===== config.mk =====
export PLATFORM = sky130hd
export DESIGN_NAME = dac121s101_interface
export DESIGN_NICKNAME = d
export VERILOG_FILES = /design/src/rtl/dac121s101_interface.sv
export SDC_FILE = /design/constraint.sdc
export NUM_CORES = 1
export LEC_CHECK = 0
export CAP_MARGIN = 15
export CORE_MARGIN = 3
export CORE_UTILIZATION = 55
export CTS_CLUSTER_SIZE = 20
export DETAILED_ROUTE_END_ITERATION = 12
export GPL_TIMING_DRIVEN = 0
export PLACE_DENSITY = 0.95
export SYNTH_ARGS = -nofsm -noshare
export SYNTH_HDL_FRONTEND = slang
export SYNTH_SLANG_ARGS = --single-unit

===== constraint.sdc =====
create_clock -name clk_i -period 3.84 [get_ports clk_i]
set_clock_uncertainty 0.15 [all_clocks]
set_input_delay 1.152 -clock clk_i [delete_from_list [all_inputs] [get_ports clk_i]]
set_output_delay 1.152 -clock clk_i [all_outputs]
set_load 0.01 [all_outputs]

===== src/rtl/dac121s101_interface.sv =====
// -----------------------------------------------------------------------------
// dac121s101_interface
//   Serial writer for one or more TI DAC121S101 12-bit DACs (PMOD DA2) that
//   share SCLK and SYNC_n, each DAC on its own data line. One parallel word per
//   device is accepted through a valid/ready handshake and shifted out as a
//   16-bit frame {2'b00, pd[1:0], data[11:0]}, MSB first.
//
// Ports
//   clk_i         system clock (CLK_FREQ_HZ)
//   rst           synchronous, active-high reset
//   data_i        sample words, data_i[12*i+11:12*i] -> device i
//   pd_i          power-down field shared by all devices (00 = normal)
//   data_valid_i  data_i/pd_i hold a frame to send
//   ready_o       idle, a frame is accepted this cycle
//   frame_done_o  one-cycle pulse on the first SYNC_n-high cycle after a frame
//   sclk_o        DAC serial clock, idles high
//   sync_n_o      DAC frame sync, active low
//   sdata_o       serial data, bit i -> device i
//
// Handshake: a frame is accepted on a rising clk_i edge where data_valid_i and
// ready_o are both high. data_valid_i may be raised at any time and is only
// looked at while ready_o is high; there is no queueing.
// -----------------------------------------------------------------------------
module dac121s101_interface #(
  parameter int CLK_FREQ_HZ  = 100_000_000,
  parameter int SCLK_FREQ_HZ = 25_000_000,
  parameter int NUM_DEVICES  = 2
) (
  input  logic                      clk_i,
  input  logic                      rst,
  input  logic [12*NUM_DEVICES-1:0] data_i,
  input  logic [1:0]                pd_i,
  input  logic                      data_valid_i,
  output logic                      ready_o,
  output logic                      frame_done_o,
  output logic                      sclk_o,
  output logic                      sync_n_o,
  output logic [NUM_DEVICES-1:0]    sdata_o
);

  // Clock cycles per SCLK half-period, rounded up so SCLK never exceeds the
  // requested rate.
  localparam int H  = (CLK_FREQ_HZ + 2 * SCLK_FREQ_HZ - 1) / (2 * SCLK_FREQ_HZ);
  localparam int HW = $clog2(H + 1);
  localparam logic [HW-1:0] HALF_LAST = HW'(H - 1);

  generate
    if (SCLK_FREQ_HZ > 30_000_000 || SCLK_FREQ_HZ > CLK_FREQ_HZ / 2 || H < 1) begin : g_bad_sclk
      $error("dac121s101_interface: SCLK_FREQ_HZ must be <= 30 MHz and <= CLK_FREQ_HZ/2");
    end
  endgenerate

  localparam logic [1:0] S_IDLE  = 2'd0;
  localparam logic [1:0] S_SHIFT = 2'd1;
  localparam logic [1:0] S_GAP   = 2'd2;

  logic [1:0]    state_q, state_d;
  logic [HW-1:0] half_q, half_d;
  logic          low_q, low_d;      // 1 while in the SCLK-low half of a bit
  logic [4:0]    bit_q, bit_d;
  logic [15:0]   shift_q [NUM_DEVICES];
  logic [15:0]   shift_d [NUM_DEVICES];

  logic                   ready_q, ready_d;
  logic                   done_q, done_d;
  logic                   sclk_q, sclk_d;
  logic                   sync_n_q, sync_n_d;
  logic [NUM_DEVICES-1:0] sdata_q, sdata_d;

  logic half_end;

  always_comb begin
    state_d  = state_q;
    half_d   = half_q;
    low_d    = low_q;
    bit_d    = bit_q;
    shift_d  = shift_q;
    half_end = (half_q == HALF_LAST);

    case (state_q)
      S_IDLE: begin
        if (data_valid_i) begin
          state_d = S_SHIFT;
          half_d  = '0;
          low_d   = 1'b0;
          bit_d   = 5'd0;
          for (int i = 0; i < NUM_DEVICES; i++) begin
            shift_d[i] = {2'b00, pd_i, data_i[12*i +: 12]};
          end
        end
      end
      S_SHIFT: begin
        if (!half_end) begin
          half_d = half_q + HW'(1);
        end else begin
          half_d = '0;
          if (!low_q) begin
            low_d = 1'b1;
          end else begin
            // End of a bit: the falling edge already happened mid-bit, so the
            // next bit can be presented now with a full half-period of setup.
            low_d = 1'b0;
            bit_d = bit_q + 5'd1;
            for (int i = 0; i < NUM_DEVICES; i++) begin
              shift_d[i] = {shift_q[i][14:0], 1'b0};
            end
            if (bit_q == 5'd15) begin
              state_d = S_GAP;
            end
          end
        end
      end
      S_GAP: begin
        // The gap reuses the half/low counters: one full SCLK period of SYNC_n high.
        if (!half_end) begin
          half_d = half_q + HW'(1);
        end else begin
          half_d = '0;
          if (!low_q) begin
            low_d = 1'b1;
          end else begin
            low_d   = 1'b0;
            state_d = S_IDLE;
          end
        end
      end
      default: begin
        state_d = S_IDLE;
        half_d  = '0;
        low_d   = 1'b0;
      end
    endcase

    // Outputs are computed from next state and registered, so every pin is a
    // flop output with no path from the inputs.
    ready_d  = (state_d == S_IDLE);
    done_d   = (state_q == S_SHIFT) && (state_d == S_GAP);
    sclk_d   = !((state_d == S_SHIFT) && low_d);
    sync_n_d = (state_d != S_SHIFT);
    for (int i = 0; i < NUM_DEVICES; i++) begin
      sdata_d[i] = (state_d == S_SHIFT) ? shift_d[i][15] : 1'b0;
    end
  end

  always_ff @(posedge clk_i) begin
    if (rst) begin
      state_q  <= S_IDLE;
      half_q   <= '0;
      low_q    <= 1'b0;
      bit_q    <= 5'd0;
      for (int i = 0; i < NUM_DEVICES; i++) begin
        shift_q[i] <= 16'h0000;
      end
      ready_q  <= 1'b1;
      done_q   <= 1'b0;
      sclk_q   <= 1'b1;
      sync_n_q <= 1'b1;
      sdata_q  <= '0;
    end else begin
      state_q  <= state_d;
      half_q   <= half_d;
      low_q    <= low_d;
      bit_q    <= bit_d;
      shift_q  <= shift_d;
      ready_q  <= ready_d;
      done_q   <= done_d;
      sclk_q   <= sclk_d;
      sync_n_q <= sync_n_d;
      sdata_q  <= sdata_d;
    end
  end

  assign ready_o      = ready_q;
  assign frame_done_o = done_q;
  assign sclk_o       = sclk_q;
  assign sync_n_o     = sync_n_q;
  assign sdata_o      = sdata_q;

endmodule


# Word level (Yosys, flattened, before mapping)
# Index checks and enable logic that the tools add are counted.
dict set report word_totals {
  wordCells 57
  ff_bits 48
  output_inout_bits 6
  in_bits 29
}
dict set report classes {
  bitwise 1
  n_reduce_logical 9
  addsub 2
  muxes 22
  eq_ne 10
}
# op n
set ops {}
lappend ops {{$mux W32} 3}
lappend ops {{$pmux W32 S2} 1}
lappend ops {{$mux W2} 8}
lappend ops {{$mux W5} 3}
lappend ops {{$pmux W5 S2} 1}
lappend ops {{$eq A2 B1 Y1 const B} 3}
lappend ops {{$ne A2 B2 Y1 const B} 3}
lappend ops {{$pmux W2 S3} 1}
lappend ops {{$add A5 B1 Y5 const B} 1}
lappend ops {{$eq A5 B4 Y1 const B} 1}
lappend ops {{$eq A2 B2 Y1 const B} 2}
lappend ops {{$logic_not A2 Y1} 2}
lappend ops {{$pmux W2 S2} 1}
lappend ops {{$reduce_and A4 Y1} 1}
lappend ops {{$reduce_or A2 Y1} 2}
lappend ops {{$mux W1} 3}
lappend ops {{$add A2 B1 Y2 const B} 1}
lappend ops {{$logic_and A1 B1 Y1} 2}
lappend ops {{$ne A2 B1 Y1 const B} 1}
lappend ops {{$pmux W1 S2} 1}
lappend ops {{$reduce_bool A2 Y1} 1}
lappend ops {{$logic_not A1 Y1} 1}
lappend ops {{$not A1 Y1} 1}

# Logic depth before layout (Yosys ltp)
dict set report depth {
  ltp_word 8
  depth_mapped 8
  ltp_nobuf 7
}

# Worst setup path after synthesis
# Ideal clock, no wire load.
dict set report synth_timing {
  path_kind {input to register}
  from {input port data_valid_i}
  to {register shift_q[1] (netlist bit)}
  n_path_buf 2
  path_stages 5
  slack_ns 1.580
  setup_time_ns 0.132
  t_required_ns 3.558
  arrival_ns 1.978
  path_cell_list {and2_1 -> buf_2 -> clkbuf_1 -> a221oi_1 -> nor3_1}
}
dict set report synth_between {
  elab_chain_len 2
}
# element line_no
set synth_lines {}
lappend synth_lines {{from (decl)} 33} ;# input logic data_valid_i,
lappend synth_lines {{$ne A2 B2 Y1 (no line)} n/a}
lappend synth_lines {{$reduce_and A4 Y1 (no line)} n/a}
lappend synth_lines {{to (signal assigned)} 164} ;# shift_q <= shift_d;
lappend synth_lines {{to (decl)} 61} ;# logic [15:0] shift_q [NUM_DEVICES];
# Every way passes these cells.
# A chain may end at the register's enable or synchronous reset.

# Worst setup path in the final report
dict set report layout_timing {
  from {input port data_valid_i}
  to {register shift_q[6] (netlist bit)}
}
# The elaborated chain is that of the path after synthesis.

==> results <==
- The flow ran to the end, and the final reports show no timing, DRC or antenna violations.
- The post-detailed-routing wire length is 4309 µm.
- Timing analysis after detailed placement gives a worst setup slack of 0.8131 ns.
- The filler cells instantiated in the layout total 248.
- In the final layout, the multi-input gates occupy 953.4 µm².
- The critical path's slowest cell is clkdlybuf4s50_1.
- The synthesized design spends more area on one cell type than any other, namely dfxtp_1.
- The via count of the first global-routing pass was 1656.
- Buffers inserted to repair hold after CTS numbered 0.
- 35 I/O pins were placed.
- The clock net in this run drives a total of 48 sinks.
- Clock tree synthesis selected as its root buffer the cell clkbuf_4.
- For this block, the via count after detailed routing is 1818.
- The most used flip-flop cell after synthesis is dfxtp_1.
- Data on the critical path is required at its endpoint by 4.00 ns.
- The most frequent cell after synthesis is dfxtp_1.
- In this design, the stage delay of the slowest critical-path cell is 0.51 ns.
- The worst path arrival time is 2.80 ns.
- By count the netlist is led by dfxtp_1 (48), nor2_1 (39), nor3_1 (27), a221oi_1 (26).
- The share of post-route cells with drive strength above 1 is 0.07605.
- The end-of-flow core utilization is 0.7194.
- The clock latency at the later pin of the worst-skew pair is 0.38 ns.
- Once routing completed, OpenROAD measured the worst setup slack at 1.197 ns.
- The flop and latch count out of synthesis is 48.
- The congestion estimate from routability-driven global placement came to 0.8184.
- The height of the chip is 66.35 µm.
- The cell count of the worst reg-to-reg path is 6.
- The number of rows created at floorplan is 21.
- After floorplanning, the core was sized to cover 3416 µm².
- The detailed-placement wirelength estimate is 3010 µm.
- Derived from the worst setup path, the maximum achievable clock frequency is 378.4 MHz.
- The critical path goes through clkdlybuf4s50_1, and2_1, buf_2, clkbuf_1, a221oi_1, nor3_1.
- The die covers 4402 µm².
- The initial utilization of the core area, before any placement, comes to 0.5864.
- The pre-antenna-repair detailed-routing pass consisted of 4 iterations.
- The maximum buffer depth of the clock tree is 2.
- The average routed wire per standard cell is 13.94 µm.
- TritonCTS built the clock tree.
- The worst-case headroom to the max-slew limit is 0.6841.
- The end point of the worst hold path is shift_q[16]$_SDFFE_PP0P_.
- The async set-reset flop share out of synthesis is 0.
- The worst setup path is launched from an input port.
- Summed over all layers, the global routing overflow is 0.
- The pin count of the biggest net entering global routing is 16.
- After the last flow step, the layout net total stands at 297.
- At the pin with the least slew margin, the transition time is 0.4739 ns.
- The distinct cell type count after synthesis is 36.
- The worst register-to-register path has a setup slack of 1.52 ns.
- The number of diodes is 0.
- The worst-path maximum fanout is 10.
- The worst-case vdd ir drop is 0.0002477 V.
- The number of levels the H-tree was split into is 2.
- The footprint of the flip-flops and latches is 960.9 µm².
- The number of max-cap violations is 0.
- STA classifies the critical path endpoint as a flop.
- The first routing iteration left 202 violations.
- For this run, the number of Yosys warnings is 0.
- After synthesis, the cell types taking the most area are dfxtp_1 (48%), a221oi_1 (11%), nor2_1 (7.3%).
- The timing startpoint of the critical path is data_valid_i.
- The number of gates resized after CTS was 0.
- Grouping stages by cell kind, the critical path spends the most delay in buffers and inverters.
- For this design the static power due to leakage is 0.0009232 µW.
- In the synthesized netlist, the number of instances is 221.
- The area growth from synthesis to layout is 22.67%.
- The first global-routing pass estimated 7279 µm of wire.
- The synthesized area divided by synthesized cell count is 9.064 µm².
- The final clock period utilization by the worst path is 0.6882.
- Yosys mapped a number of flops with a built-in enable equal to 0.
- The worst min-delay path class is reg -> reg.
- The width of the die is 66.35 µm.
- The number of buffers added by the clock tree synthesis step is 5.
- The count of buffers from port buffering is 34.
- In this run the most critical hold path is launched from shift_q[16]$_SDFFE_PP0P_.
- The share of the Yosys chip area taken by registers is 0.4797.
- The number of pins with negative max-slew slack in the final report is 0.
- Clock-pin slew was measured on the worst setup and hold paths at 0.14 ns.
- The mean number of vias per cell is 5.883.
- Setup repair after global routing left no endpoint under its margin.
- The setup violation total in the final timing report is 0.
- The startpoint identified for the worst register-to-register timing path is bit_q[0]$_SDFFE_PP0P_.
- The post-CTS setup buffer count is 0.
- The initial antenna violation count is 0.
- Together, buffers and inverters on the worst path number 3.
- The setup TNS after final layout is 0 ns.
- The combined area of all synthesized cells is 2003 µm².
- The ratio of total power to cell area is 417.1 nW/µm².
- In the routed design, unresolved DRC markers number 0.
- The number of nets in the synthesized netlist is 256.
- The count of nets left with antenna violations once routing finished came out at 0.
- Of the post-synthesis cell area, the dominant cell type holds 0.4797.
- The total global routing track utilization is 0.2142.
- The minimum clock period after layout is 2.643 ns.
- The final hold violation count was 0.
- The cell depth of the worst hold path is 2.
- The endpoint identified for the worst register-to-register timing path is sclk_o$_SDFF_PP1_.
- The path type of the worst setup path is in -> reg.
-- sequential cells by signal (all words and copies together), names as in the netlist --
register / cells
ready_o: 1
low_q: 1
frame_done_o: 1
state_q: 2
half_q: 2
sclk_o: 1
sdata_o: 2
sync_n_o: 1
shift_q: 32
bit_q: 5
-- metal layers --
layer,GRT usage,share of wire
met5,0,0
met2,0.3457,0.46
met3,0.06122,0.071
met4,0.08376,0.014
met1,0.2677,0.45
-- logic make-up after synthesis --
logic type                 after synthesis  share of synthesized area
xor gates and xnor gates                 3                    0.01312
AOI/OAI and AO/OA                       50                     0.1980
adders and majority gates                6                    0.03748
buffers and inverters                   21                    0.04435
and+or+nand+nor                         93                     0.2274
DFF                                     48                     0.4797
-- worst reg2reg max path, stage by stage, from the launching register on --
cell and delay, ns:
dfxtp_1 0.36, ha_1 0.22, and3_1 0.19, ha_1 0.18, and4b_1 0.21, o32a_1 0.38, or4_1 0.52
-- layout make-up --
type | instances | area share
inverter | 5 | 0.007637
tap | 46 | 0.02342
multi-input combinational | 152 | 0.3880
clock inverter | 3 | 0.007637
timing repair buffer | 34 | 0.1385
buffer | 16 | 0.02851
sequential | 48 | 0.3910
clock buffer | 5 | 0.01527
-- power by group --
group          leakage [µW]  internal, µW  switching, µW
registers          0.000393           544           26.4
clock network     0.0000349          70.6            165
logic              0.000495          99.3            120
-- through the flow --
step	cells	area (µm²)	power [µW]	hold slack (ns)
after floorplan	221	2003	723.4	0.2817
after global placement	301	2401	791.1	0.2884
after detailed placement	301	2401	798.3	0.2970
after CTS	309	2457	1025	0.3158
after global routing	309	2457	1083	0.3465
final	309	2457	1025	0.3151
-- layout by cell type (no fill, tap or decap), types with 3 or more instances in the layout --
cell type        count
a21oi_1              6
a221oi_1            26
a22oi_1              6
buf_2                8
clkbuf_1             8
clkbuf_4             5
clkdlybuf4s50_1     34
dfxtp_1             48
ha_1                 6
inv_1                5
nand2_1              3
nand2b_1             4
nand3_1              3
nor2_1              39
nor3_1              27
o21ai_0              3
-- worst max-delay path by stage --
stage / slack (ns) / depth (start not counted) / to
final: 1.20 / 6 / shift_q[6]$_SDFFE_PP0P_
after global routing: 1.03 / 6 / shift_q[26]$_SDFFE_PP0P_
after global placement: 0.87 / 6 / shift_q[6]$_SDFFE_PP0P_
after CTS: 1.20 / 6 / shift_q[3]$_SDFFE_PP0P_
after floorplan: 1.58 / 5 / shift_q[1]$_SDFFE_PP0P_
after detailed placement: 0.81 / 6 / shift_q[6]$_SDFFE_PP0P_
No activity file was read; power rests on OpenSTA's default activity.
